--- src/rtl/pdm_tx_pkg.sv ---
// Shared types, constants and arithmetic helpers for the PCM-to-PDM transmitter.
// Imported by the top level and by the sigma-delta modulator.
package pdm_tx_pkg;

    localparam int SAMPLE_W_DEF = 16;
    localparam int ACC_W_DEF    = 24;

    typedef enum logic [1:0] {
        ST_IDLE       = 2'd0,
        ST_WAIT_FIRST = 2'd1,
        ST_RUN        = 2'd2
    } state_e;

    localparam logic [1:0] MODE_MONO   = 2'b00;
    localparam logic [1:0] MODE_STEREO = 2'b01;
    localparam logic [1:0] MODE_DUAL   = 2'b10;

    // Widths up to about 29 bits fit, so the 3-term sums never wrap in 32 bits.
    function automatic logic signed [31:0] sat_clamp(input logic signed [31:0] v,
                                                     input int                 w);
        logic signed [31:0] hi;
        logic signed [31:0] lo;
        hi = (32'sd1 <<< (w - 1)) - 32'sd1;
        lo = -(32'sd1 <<< (w - 1));
        if (v > hi) begin
            return hi;
        end else if (v < lo) begin
            return lo;
        end
        return v;
    endfunction

    function automatic logic ch1_enabled(input logic [1:0] mode);
        return (mode == MODE_STEREO) || (mode == MODE_DUAL);
    endfunction

endpackage

--- src/rtl/pdm_tx_sdm.sv ---
// Second-order sigma-delta modulator with saturating integrators and a
// registered 1-bit output. clr_i wipes all state; en_i advances one bit.
module pdm_sdm
    import pdm_tx_pkg::*;
#(
    parameter int SAMPLE_W = SAMPLE_W_DEF,
    parameter int ACC_W    = ACC_W_DEF
) (
    input  logic                    clk_i,
    input  logic                    rstn_i,
    input  logic                    clr_i,
    input  logic                    en_i,
    input  logic signed [ACC_W-1:0] x_i,
    output logic                    y_o
);

    localparam logic signed [31:0] FB_MAG = 32'sd1 <<< (SAMPLE_W - 1);

    logic signed [ACC_W-1:0] i1_q, i1_d;
    logic signed [ACC_W-1:0] i2_q, i2_d;
    logic                    y_q, y_d;
    logic                    y_now;
    logic signed [31:0]      fb;
    logic signed [31:0]      sum1, sum2, sat1, sat2;

    always_comb begin
        // The quantiser decides from the current second integrator sign.
        y_now = ~i2_q[ACC_W-1];
        fb    = y_now ? FB_MAG : -FB_MAG;
        sum1  = 32'(i1_q) + 32'(x_i) - fb;
        sat1  = sat_clamp(sum1, ACC_W);
        sum2  = 32'(i2_q) + sat1 - fb;
        sat2  = sat_clamp(sum2, ACC_W);

        i1_d = i1_q;
        i2_d = i2_q;
        y_d  = 1'b0;
        if (clr_i) begin
            i1_d = '0;
            i2_d = '0;
        end else if (en_i) begin
            i1_d = ACC_W'(sat1);
            i2_d = ACC_W'(sat2);
            y_d  = y_now;
        end
    end

    always_ff @(posedge clk_i or negedge rstn_i) begin
        if (!rstn_i) begin
            i1_q <= '0;
            i2_q <= '0;
            y_q  <= 1'b0;
        end else begin
            i1_q <= i1_d;
            i2_q <= i2_d;
            y_q  <= y_d;
        end
    end

    assign y_o = y_q;

endmodule

--- src/rtl/pdm_tx.sv ---
// PCM-to-PDM transmitter: one-word input buffer, zero-order hold of each sample
// for cfg_pdm_interp_i+1 clocks, and one or two sigma-delta bitstreams.
module pdm_tx
    import pdm_tx_pkg::*;
#(
    parameter int SAMPLE_W = SAMPLE_W_DEF,
    parameter int ACC_W    = ACC_W_DEF
) (
    input  logic        clk_i,
    input  logic        rstn_i,
    input  logic        cfg_pdm_en_i,
    input  logic [1:0]  cfg_pdm_ch_mode_i,
    input  logic [9:0]  cfg_pdm_interp_i,
    input  logic [2:0]  cfg_pdm_shift_i,
    input  logic [31:0] pcm_data_i,
    input  logic        pcm_data_valid_i,
    output logic        pcm_data_ready_o,
    output logic        pdm_ch0_o,
    output logic        pdm_ch1_o,
    output logic        underrun_o,
    output logic [1:0]  dbg_state_o
);

    // Handshake: a word moves on any rising edge where valid and ready are both
    // high. Ready depends only on registered state, never on valid.

    state_e                     state_q, state_d;
    logic [9:0]                 cnt_q, cnt_d;
    logic [31:0]                buf_q, buf_d;
    logic                       buf_full_q, buf_full_d;
    logic signed [SAMPLE_W-1:0] hold0_q, hold0_d;
    logic signed [SAMPLE_W-1:0] hold1_q, hold1_d;
    logic                       underrun;
    logic                       xfer;
    logic                       ch1_on;
    logic signed [SAMPLE_W-1:0] buf_ch0, buf_ch1;

    assign ch1_on           = ch1_enabled(cfg_pdm_ch_mode_i);
    assign pcm_data_ready_o = (state_q != ST_IDLE) && !buf_full_q;
    assign xfer             = pcm_data_valid_i && pcm_data_ready_o;

    always_comb begin
        buf_ch0 = buf_q[SAMPLE_W-1:0];
        buf_ch1 = '0;
        if (cfg_pdm_ch_mode_i == MODE_STEREO) begin
            buf_ch1 = buf_q[16 +: SAMPLE_W];
        end else if (cfg_pdm_ch_mode_i == MODE_DUAL) begin
            buf_ch1 = buf_q[SAMPLE_W-1:0];
        end
    end

    always_comb begin
        state_d    = state_q;
        cnt_d      = cnt_q;
        buf_d      = buf_q;
        buf_full_d = buf_full_q;
        hold0_d    = hold0_q;
        hold1_d    = hold1_q;
        underrun   = 1'b0;

        if (!cfg_pdm_en_i) begin
            state_d    = ST_IDLE;
            cnt_d      = '0;
            buf_d      = '0;
            buf_full_d = 1'b0;
            hold0_d    = '0;
            hold1_d    = '0;
        end else begin
            case (state_q)
                ST_IDLE: begin
                    state_d = ST_WAIT_FIRST;
                end
                ST_WAIT_FIRST: begin
                    if (buf_full_q) begin
                        state_d    = ST_RUN;
                        hold0_d    = buf_ch0;
                        hold1_d    = buf_ch1;
                        buf_full_d = 1'b0;
                        cnt_d      = cfg_pdm_interp_i;
                    end
                end
                ST_RUN: begin
                    if (cnt_q == '0) begin
                        cnt_d = cfg_pdm_interp_i;
                        if (buf_full_q) begin
                            hold0_d    = buf_ch0;
                            hold1_d    = buf_ch1;
                            buf_full_d = 1'b0;
                        end else begin
                            // Starved period: emit silence rather than repeat.
                            hold0_d  = '0;
                            hold1_d  = '0;
                            underrun = 1'b1;
                        end
                    end else begin
                        cnt_d = cnt_q - 10'd1;
                    end
                end
                default: begin
                    state_d = ST_IDLE;
                end
            endcase

            if (xfer) begin
                buf_d      = pcm_data_i;
                buf_full_d = 1'b1;
            end
        end
    end

    always_ff @(posedge clk_i or negedge rstn_i) begin
        if (!rstn_i) begin
            state_q    <= ST_IDLE;
            cnt_q      <= '0;
            buf_q      <= '0;
            buf_full_q <= 1'b0;
            hold0_q    <= '0;
            hold1_q    <= '0;
        end else begin
            state_q    <= state_d;
            cnt_q      <= cnt_d;
            buf_q      <= buf_d;
            buf_full_q <= buf_full_d;
            hold0_q    <= hold0_d;
            hold1_q    <= hold1_d;
        end
    end

    logic                    sdm_clr0, sdm_clr1, sdm_run;
    logic signed [ACC_W-1:0] x0, x1;

    // Dropping enable clears the modulators on the same edge, so outputs fall
    // to zero one cycle after enable goes low.
    assign sdm_clr0 = !cfg_pdm_en_i || (state_q == ST_IDLE);
    assign sdm_clr1 = sdm_clr0 || !ch1_on;
    assign sdm_run  = (state_q == ST_RUN);

    assign x0 = $signed({{(ACC_W-SAMPLE_W){hold0_q[SAMPLE_W-1]}}, hold0_q}) >>> cfg_pdm_shift_i;
    assign x1 = $signed({{(ACC_W-SAMPLE_W){hold1_q[SAMPLE_W-1]}}, hold1_q}) >>> cfg_pdm_shift_i;

    pdm_sdm #(.SAMPLE_W(SAMPLE_W), .ACC_W(ACC_W)) u_sdm_ch0 (
        .clk_i  (clk_i),
        .rstn_i (rstn_i),
        .clr_i  (sdm_clr0),
        .en_i   (sdm_run),
        .x_i    (x0),
        .y_o    (pdm_ch0_o)
    );

    pdm_sdm #(.SAMPLE_W(SAMPLE_W), .ACC_W(ACC_W)) u_sdm_ch1 (
        .clk_i  (clk_i),
        .rstn_i (rstn_i),
        .clr_i  (sdm_clr1),
        .en_i   (sdm_run),
        .x_i    (x1),
        .y_o    (pdm_ch1_o)
    );

    assign underrun_o  = underrun;
    assign dbg_state_o = state_q;

endmodule

--- config.mk ---
export PLATFORM = sky130hd
export DESIGN_NAME = pdm_tx
export DESIGN_NICKNAME = d
export VERILOG_FILES = /design/src/rtl/pdm_tx_pkg.sv /design/src/rtl/pdm_tx_sdm.sv /design/src/rtl/pdm_tx.sv
export SDC_FILE = /design/constraint.sdc
export NUM_CORES = 1
export LEC_CHECK = 0
export BUFFER_PORTS_ARGS = -buffer_cell sky130_fd_sc_hd__clkbuf_2
export CAP_MARGIN = 40
export CORE_MARGIN = 5
export CORE_UTILIZATION = 55
export CTS_BUF_LIST = sky130_fd_sc_hd__clkbuf_4
export DETAILED_ROUTE_END_ITERATION = 12
export GPL_TIMING_DRIVEN = 0
export PLACE_DENSITY = 0.8
export SYNTH_ARGS = -nofsm -noshare
export SYNTH_HDL_FRONTEND = slang
export SYNTH_SLANG_ARGS = --single-unit
--- constraint.sdc ---
create_clock -name clk_i -period 16.05 [get_ports clk_i]
set_input_delay 0 -clock clk_i [delete_from_list [all_inputs] [get_ports clk_i]]
set_output_delay 0 -clock clk_i [all_outputs]
set_load 0.005 [all_outputs]
==> tab_implementation.tex, run 1 <==
\begin{tabular}{lr}
\hline
Metric & Value \\
\hline
\multicolumn{2}{l}{\textbf{Synthesis}} \\
\quad Post-synth top area cell & dfrtp\_1 \\
\quad Net count of the mapped netlist & about 2,400 \\
\quad Synth warnings & 0 \\
\quad Count leader, synth & nand2\_1 \\
\quad Most frequent cells after synthesis & nand2\_1, ha\_1, dfrtp\_1 \\
\quad Cell area after technology mapping & around 17,000 µm² \\
\quad Post-synth top area share & about 25\% \\
\quad Leading post-synthesis cells by cell area & dfrtp\_1, ha\_1, nand2\_1, o21ai\_0, a21oi\_1 \\
\quad Post-synthesis cell count & about 2,100 \\
\quad Mean area per synthesized cell & between 8 and 9 µm² \\
\quad Number of distinct library cells after synthesis & 97 \\
\quad Number of storage elements in the synthesis netlist & $\sim$180 \\
\quad Share of flip-flops with an asynchronous set or reset after synthesis & 100\% \\
\quad Number of enable flip-flop cells after synthesis & 0 \\
\quad Most used flip-flop cell after synthesis & dfrtp\_1 \\
\quad Part of the Yosys area used for sequential elements & 25.1\% \\
\multicolumn{2}{l}{\textbf{Worst setup path}} \\
\quad Data arrival, critical path & approximately 12 ns \\
\quad Data required time at the worst endpoint & between 15 and 20 ns \\
\quad Category of the critical setup timing path & in2reg \\
\quad Cell family with most CP delay & compound AO/OA/AOI/OAI gates \\
\quad Most frequent CP cell & a21oi\_1 \\
\quad Crit-path max FO & 10 \\
\quad Reg-to-reg startpoint & hold1\_q[6] \\
\quad Startpoint of the worst setup timing path & cfg\_pdm\_shift\_i[1] \\
\quad Reg2Reg Depth & 39 \\
\quad Stages on the worst setup path & 43 \\
\quad Kind of launch point of the worst setup path & input port \\
\quad Number of buffer and inverter instances along the worst setup path & 7 \\
\quad Crit. End Element & flip-flop \\
\quad Slowest cell on the critical path & or4b\_2 \\
\quad Largest incremental delay on the critical path & a little over 0.6 ns \\
\multicolumn{2}{l}{\textbf{Clocking}} \\
\quad Maximum buffer depth of the clock tree & 2 \\
\quad Insertion delay to the later sink of the worst-skew pair & 0.63 ns \\
\quad Post-CTS sizing & 0 \\
\quad Worst-path clk slew & 0.18 ns \\
\quad Clock Sink Count & approximately 180 \\
\quad CTS Buf Count & 17 \\
\quad H-tree levels & 4 \\
\quad Clock tree from TritonCTS & yes \\
\quad Root Buffer Master & clkbuf\_4 \\
\quad Number of hold buffers added after cts & 50 \\
\quad Post-CTS repair timing setup buffer count & 0 \\
\multicolumn{2}{l}{\textbf{Placed design}} \\
\quad Detailed placer's ending HPWL & 34,700 µm \\
\quad Port Buffer Count & 53 \\
\quad Weighted congestion at the end of routability-driven global placement & slightly above 0.9 \\
\multicolumn{2}{l}{\textbf{Detailed routing}} \\
\quad Router iterations before antenna repair & 5 \\
\quad Average vias per placed instance & $\sim$6.2 \\
\quad Number of nets with antenna violations after routing & 0 \\
\quad DRC errors left & 0 \\
\quad Routed wire length per instance & $\sim$17 µm \\
\quad Violation count after the first detailed-routing iteration & roughly 1,400 \\
\quad Vias & roughly 16,000 \\
\quad Routed Wire Length & 45,900 µm \\
\multicolumn{2}{l}{\textbf{Floorplan}} \\
\quad Die span in y & approximately 190 µm \\
\quad Starting density of the core & a little under three fifths \\
\quad Die width & 188 µm \\
\quad Row Count & 65 \\
\quad Area of the core & $\sim$31,000 µm² \\
\quad Top-level port count & 57 \\
\quad Die area & 35,400 µm² \\
\multicolumn{2}{l}{\textbf{Timing}} \\
\quad Finish-stage setup viols & 0 \\
\quad Shortest clock period the worst path allows after layout & between 10 and 15 ns \\
\quad Number of failing hold endpoints at the final stage & 0 \\
\quad Worst Clk Skew & between 0.05 and 0.06 ns \\
\quad Setup repair after global routing missed its margin & no \\
\quad Period Utilization, post-route & 69.9\% \\
\quad Least-Margin Pin Slew & between 0.9 and 1 ns \\
\quad Max-slew headroom & 38.8\% \\
\quad Setup TNS & 0 ns \\
\quad Max Clock Freq & approximately 89 MHz \\
\quad Final slew viol count & 0 \\
\multicolumn{2}{l}{\textbf{Cells and area}} \\
\quad Fraction of final layout cells with drive strength greater than 1 & approximately 9\% \\
\quad Synthesis-to-layout area growth & 9.66\% \\
\quad Net count reported at finish & 2,485 \\
\quad Filler Cell Count & between 2,000 and 3,000 \\
\multicolumn{2}{l}{\textbf{GRT}} \\
\quad GRT Residual Overflow & 0 \\
\quad Antenna violations before repair & 2 \\
\quad Wire length of the first global-routing pass & just under 80,000 µm \\
\quad Total routing resource utilization after global routing & between 20\% and 30\% \\
\quad Largest net degree at the start of global routing & 94 \\
\quad Vias in the first global route & roughly 16,000 \\
\multicolumn{2}{l}{\textbf{Worst hold path}} \\
\quad Hold Path Stages & 4 \\
\quad Type of the most critical hold path & in2reg \\
\quad Hold path startpoint & pcm\_data\_valid\_i \\
\multicolumn{2}{l}{\textbf{Outcome}} \\
\quad Outcome & completed \\
\multicolumn{2}{l}{\textbf{Flow run}} \\
\quad Max-capacitance violation count & 0 \\
\hline
\end{tabular}
-- flip-flops by register name, summed over array words and instances, names as in the netlist, 2 cells and up --
register        count
dbg_state_o         2
u_sdm_ch0.i2_q     24
hold1_q            16
hold0_q            16
u_sdm_ch1.i2_q     24
buf_q              32
u_sdm_ch0.i1_q     24
cnt_q              10
u_sdm_ch1.i1_q     24
-- cell families (layout without fill, tap and decap cells) --
group                      count (synthesis)  in the layout  synth area share, %
buffers and inverters                    252            392                 5.92
xor gates and xnor gates                 109            109                 5.47
and+or+nand+nor                          609            609                 16.8
muxes                                     58             58                 3.76
other                                      0              1                    0
DFF                                      175            175                 25.1
AOI/OAI and AO/OA                        673            673                 26.7
adders and majority gates                216            216                 16.2
-- cell usage in the layout (no fill, tap or decap), types with 21 or more instances in the layout --
| cell | n |
|---|---|
| clkbuf_2 | 52 |
| o21ai_0 | 159 |
| nor2_1 | 127 |
| and3_1 | 25 |
| or2_2 | 21 |
| xnor2_1 | 54 |
| ha_1 | 197 |
| nand3_1 | 34 |
| xor2_1 | 55 |
| nand2b_1 | 29 |
| o21a_1 | 23 |
| o31ai_1 | 23 |
| inv_1 | 156 |
| a21oi_1 | 144 |
| a22o_1 | 46 |
| a32o_1 | 24 |
| a21o_1 | 53 |
| nand2_1 | 233 |
| nor3_1 | 42 |
| dlygate4sd3_1 | 49 |
| clkbuf_1 | 76 |
| mux2i_1 | 34 |
| dfrtp_1 | 175 |
-- worst paths after layout --
kind | slack, ns | endpoint
max | 4.83 | u_sdm_ch0.i2_q[7]
min | 0.10 | buf_q[16]
max reg2reg | 4.90 | u_sdm_ch1.i2_q[5]
min reg2reg | 0.52 | u_sdm_ch1.i1_q[12]
max in group asynchronous | 14.81 | u_sdm_ch1.i1_q[11]
min in group asynchronous | 0.46 | u_sdm_ch0.i1_q[2]
-- per-stage QoR --
step	cells	setup slack (ns)	instance area (µm²)	utilization, %	hold WS, ns
2_1_floorplan	2092	6.54	17500	-	-0.296
6_report	2635	4.83	19100	60.8	0.103
5_1_grt	2635	4.09	19100	60.8	0.0653
4_1_cts	2633	5.04	19100	60.7	0.0305
3_5_place_dp	2551	4.41	18300	58.1	0.100
3_3_place_gp	2547	4.51	18200	57.9	0.218
-- final cells by class --
cell class,instances,area (µm²),share of cell area (%)
Multi-Input combinational cell,1665,12000,62.9
Sequential cell,175,4380,22.9
Timing Repair Buffer,108,860,4.49
Inverter,157,589,3.08
Tap cell,402,503,2.63
Buffer,95,444,2.32
Clock inverter,15,189,0.987
Clock buffer,17,128,0.667
Antenna cell,1,2.50,0.0131
-- metal layers --
layer | global-route usage [%] | routed length (µm) | part of all wire, % | vias to the layer above
li1 | - | - | - | 7841
met1 | 35.8 | 20700 | 45 | 7861
met2 | 41.9 | 21200 | 46 | 568
met3 | 3.72 | 3020 | 6.6 | 79
met4 | 7.23 | 924 | 2.0 | 2
met5 | 0 | 20 | 0.044 | -
-- worst reg2reg max path: cells and delay by family, from the launching register on --
family                     cells  cell delay (ns)
and+or+nand+nor                8             2.46
xor gates and xnor gates       1             0.14
AOI/OAI and AO/OA             18             4.35
buffers and inverters          4             0.83
adders and majority gates      6             2.17
muxes                          2             0.61
DFF                            1             0.45
Power of run 1 is not shown: default switching activity piles up to over one toggle a cycle in this logic, so the estimate is an artifact.
==> run 2: changes to the inputs <==
--- a/config.mk
+++ b/config.mk
@@ -5,6 +5,7 @@
 export SDC_FILE = /design/constraint.sdc
 export NUM_CORES = 1
 export LEC_CHECK = 0
+export ABC_AREA = 1
 export BUFFER_PORTS_ARGS = -buffer_cell sky130_fd_sc_hd__clkbuf_2
 export CAP_MARGIN = 40
 export CORE_MARGIN = 5
@@ -12,7 +13,7 @@
 export CTS_BUF_LIST = sky130_fd_sc_hd__clkbuf_4
 export DETAILED_ROUTE_END_ITERATION = 12
 export GPL_TIMING_DRIVEN = 0
-export PLACE_DENSITY = 0.8
+export PLACE_DENSITY = 0.83
 export SYNTH_ARGS = -nofsm -noshare
 export SYNTH_HDL_FRONTEND = slang
 export SYNTH_SLANG_ARGS = --single-unit
==> constraint.sdc (replaced) <==
create_clock -name clk_i -period 9.8 [get_ports clk_i]
set_input_delay 0 -clock clk_i [delete_from_list [all_inputs] [get_ports clk_i]]
set_output_delay 0 -clock clk_i [all_outputs]
set_load 0.005 [all_outputs]
==> tab_implementation.tex, run 2 <==
\begin{tabular}{lr}
\hline
Metric & Value \\
\hline
\multicolumn{2}{l}{\textbf{Cells and area}} \\
\quad Fraction of final layout cells with drive strength greater than 1 & between 5 and 6\% \\
\quad Register ranked first by flip-flop count & buf\_q \\
\quad Largest register FFs & 32 \\
\quad Net count reported at finish & about 3,300 \\
\quad Filler Cell Count & between 3,000 and 4,000 \\
\quad Count of non-filler cells in the finished layout & between 3,000 and 4,000 \\
\quad Synthesis-to-layout area growth & 9.84\% \\
\quad Most common cell after layout, fill and taps aside & nand2\_1 \\
\quad Commonest non-fill, non-tap cells in the layout & nand2\_1, inv\_1, nand3\_1 \\
\multicolumn{2}{l}{\textbf{Clocking}} \\
\quad Clock tree from TritonCTS & yes \\
\quad Number of hold buffers added after cts & 62 \\
\quad Worst-path clk slew & about 0.16 ns \\
\quad H-tree levels & 4 \\
\quad CTS Buf Count & 17 \\
\quad Root Buffer Master & clkbuf\_4 \\
\quad Maximum buffer depth of the clock tree & 2 \\
\quad Post-CTS sizing & 0 \\
\quad Post-CTS repair timing setup buffer count & 0 \\
\quad Insertion delay to the later sink of the worst-skew pair & about 0.63 ns \\
\quad Clock Sink Count & about 180 \\
\multicolumn{2}{l}{\textbf{Synthesis}} \\
\quad Number of distinct library cells after synthesis & between 40 and 50 \\
\quad Post-synth top area share & a little under a quarter \\
\quad Post-Synth Simple-Gate Area & between 30\% and 40\% \\
\quad Count leader, synth & nand2\_1 \\
\quad Number of enable flip-flop cells after synthesis & 0 \\
\quad Share of flip-flops with an asynchronous set or reset after synthesis & 100\% \\
\quad Mean area per synthesized cell & $\sim$6.4 µm² \\
\quad Most used flip-flop cell after synthesis & dfrtp\_1 \\
\quad Leading post-synthesis cells by cell area & dfrtp\_1, nand2\_1, ha\_1, inv\_1, nand3\_1 \\
\quad Post-synthesis mux area share & 0.759\% \\
\quad Part of the Yosys area used for sequential elements & between 20\% and 30\% \\
\quad Number of storage elements in the synthesis netlist & roughly 180 \\
\quad Post-synthesis cell count & $\sim$2,900 \\
\quad Adder-cell share of the synthesized area & between 10\% and 20\% \\
\quad Post-synth top area cell & dfrtp\_1 \\
\quad Synth warnings & 0 \\
\quad Cell area after technology mapping & roughly 18,000 µm² \\
\quad Parity-gate share of the synthesized area counting xor and xnor cells & around 5.5\% \\
\quad Combinational family with the most area after synthesis & simple AND/OR/NAND/NOR gates \\
\quad Net count of the mapped netlist & $\sim$3,100 \\
\quad Fraction of the mapped netlist area in compound gates & roughly an eighth \\
\quad Most frequent cells after synthesis & nand2\_1, inv\_1, nand3\_1 \\
\multicolumn{2}{l}{\textbf{Timing}} \\
\quad Max Clock Freq & $\sim$120 MHz \\
\quad Setup TNS & 0 ns \\
\quad Setup slack after layout & roughly 1.4 ns \\
\quad Max-slew headroom & about two fifths \\
\quad Worst Clk Skew & 0.0399 ns \\
\quad Period Utilization, post-route & 85.7\% \\
\quad Least-Margin Pin Slew & 0.903 ns \\
\quad Tightest hold margin & between 0.08 and 0.09 ns \\
\quad Number of failing hold endpoints at the final stage & 0 \\
\quad Final slew viol count & 0 \\
\quad Finish-stage setup viols & 0 \\
\quad Setup repair after global routing missed its margin & no \\
\quad Shortest clock period the worst path allows after layout & $\sim$8.4 ns \\
\multicolumn{2}{l}{\textbf{Floorplan}} \\
\quad Top-level port count & between 50 and 60 \\
\quad Starting density of the core & 55.3\% \\
\quad Area of the core & 33,400 µm² \\
\quad Die area & $\sim$37,000 µm² \\
\quad Row Count & 67 \\
\quad Die span in y & between 150 and 200 µm \\
\quad Die width & 193 µm \\
\multicolumn{2}{l}{\textbf{Worst setup path}} \\
\quad Number of buffer and inverter instances along the worst setup path & 4 \\
\quad Cell family with most CP delay & simple AND/OR/NAND/NOR gates \\
\quad Crit-path max FO & 10 \\
\quad Reg2Reg Depth & 47 \\
\quad Largest incremental delay on the critical path & approximately 0.51 ns \\
\quad FF-to-FF setup slack & about 1.4 ns \\
\quad Kind of launch point of the worst setup path & flip-flop \\
\quad Slowest cell on the critical path & fa\_1 \\
\quad Data required time at the worst endpoint & roughly 10 ns \\
\quad Most frequent CP cell & nand2\_1 \\
\quad Reg-to-reg startpoint & hold0\_q[7] \\
\quad Data arrival, critical path & about 8.9 ns \\
\quad Startpoint of the worst setup timing path & hold0\_q[7] \\
\quad Crit. End Element & flip-flop \\
\quad Category of the critical setup timing path & reg2reg \\
\quad RR Endpoint & u\_sdm\_ch0.i2\_q[19] \\
\multicolumn{2}{l}{\textbf{Detailed routing}} \\
\quad Average vias per placed instance & roughly 5.4 \\
\quad Routed Wire Length & between 40,000 and 50,000 µm \\
\quad Vias & between 15,000 and 20,000 \\
\quad Router iterations before antenna repair & 8 \\
\quad Violation count after the first detailed-routing iteration & $\sim$1,500 \\
\quad Routed wire length per instance & 14.4 µm \\
\quad DRC errors left & 0 \\
\quad Number of nets with antenna violations after routing & 0 \\
\multicolumn{2}{l}{\textbf{GRT}} \\
\quad Largest net degree at the start of global routing & approximately 90 \\
\quad Vias in the first global route & 17,921 \\
\quad GRT Residual Overflow & 0 \\
\quad Total routing resource utilization after global routing & approximately a quarter \\
\quad Wire length of the first global-routing pass & around 83,000 µm \\
\quad Antenna violations before repair & 3 \\
\multicolumn{2}{l}{\textbf{Worst hold path}} \\
\quad Type of the most critical hold path & in2reg \\
\quad Hold Path Stages & 7 \\
\quad Hold path startpoint & cfg\_pdm\_ch\_mode\_i[1] \\
\quad Sink of the worst hold path & u\_sdm\_ch1.i1\_q[0] \\
\multicolumn{2}{l}{\textbf{Placed design}} \\
\quad Port Buffer Count & 55 \\
\quad Detailed placer's ending HPWL & about 40,000 µm \\
\quad Weighted congestion at the end of routability-driven global placement & approximately 0.95 \\
\quad Post-placement setup slack & between 1 and 1.5 ns \\
\quad \# placed instances & 3,366 \\
\multicolumn{2}{l}{\textbf{Outcome}} \\
\quad Outcome & completed \\
\multicolumn{2}{l}{\textbf{Flow run}} \\
\quad Max-capacitance violation count & 0 \\
\hline
\end{tabular}
## run 2: changes by cell type in the layout (fill, tap and decap cells not counted), moves of 30 or more
cell,change
a22o_1,-46
a21o_1,-49
inv_1,+288
nand2_1,+737
o21ai_0,+44
clkbuf_1,-30
nand3_1,+178
## run 2: cells by family after synthesis
family                     Yosys count
DFF                                175
xor gates and xnor gates           116
and+or+nand+nor                   1424
AOI/OAI and AO/OA                  389
buffers and inverters              529
adders and majority gates          215
muxes                               14
## run 2: layout make-up
class / instances / area (µm²) / area share, %
Antenna cell: 2 / 5.00 / 0.0247
Buffer: 78 / 384 / 1.89
Clock buffer: 17 / 128 / 0.629
Clock inverter: 14 / 181 / 0.895
Inverter: 451 / 1700 / 8.36
Multi-Input combinational cell: 2158 / 12000 / 59.2
Sequential cell: 175 / 4380 / 21.6
Tap cell: 448 / 561 / 2.76
Timing Repair Buffer: 118 / 942 / 4.65
## run 2: routing by layer
layer	up-vias	track usage, %	share of wire, %
li1	9363	-	-
met1	8615	32.5	43
met2	578	46.0	49
met3	115	3.50	5.3
met4	2	7.97	2.9
met5	-	0	0.028
## run 2: worst max-delay path by stage
stage                                     to  cells after the start
final                     u_sdm_ch0.i2_q[19]                     47
after global routing       u_sdm_ch1.i2_q[5]                     44
after CTS                 u_sdm_ch0.i2_q[19]                     47
after detailed placement  u_sdm_ch0.i2_q[19]                     48
after global placement     u_sdm_ch0.i2_q[9]                     48
after floorplan           u_sdm_ch0.i2_q[14]                     50
## run 2: tightest hold or removal path: cells and delay by family
| family | cells | cell delay, ns |
|---|---|---|
| and+or+nand+nor | 4 | 0.40 |
| adders and majority gates | 1 | 0.12 |
| buffers and inverters | 2 | 0.16 |
## run 2: per-stage QoR
stage / util, % / instance area (µm²)
after floorplan: - / 18500
after global placement: 57.8 / 19300
after detailed placement: 57.9 / 19300
after CTS: 60.8 / 20300
after global routing: 60.8 / 20300
final: 60.8 / 20300
Power of run 2 is left out for the same reason.
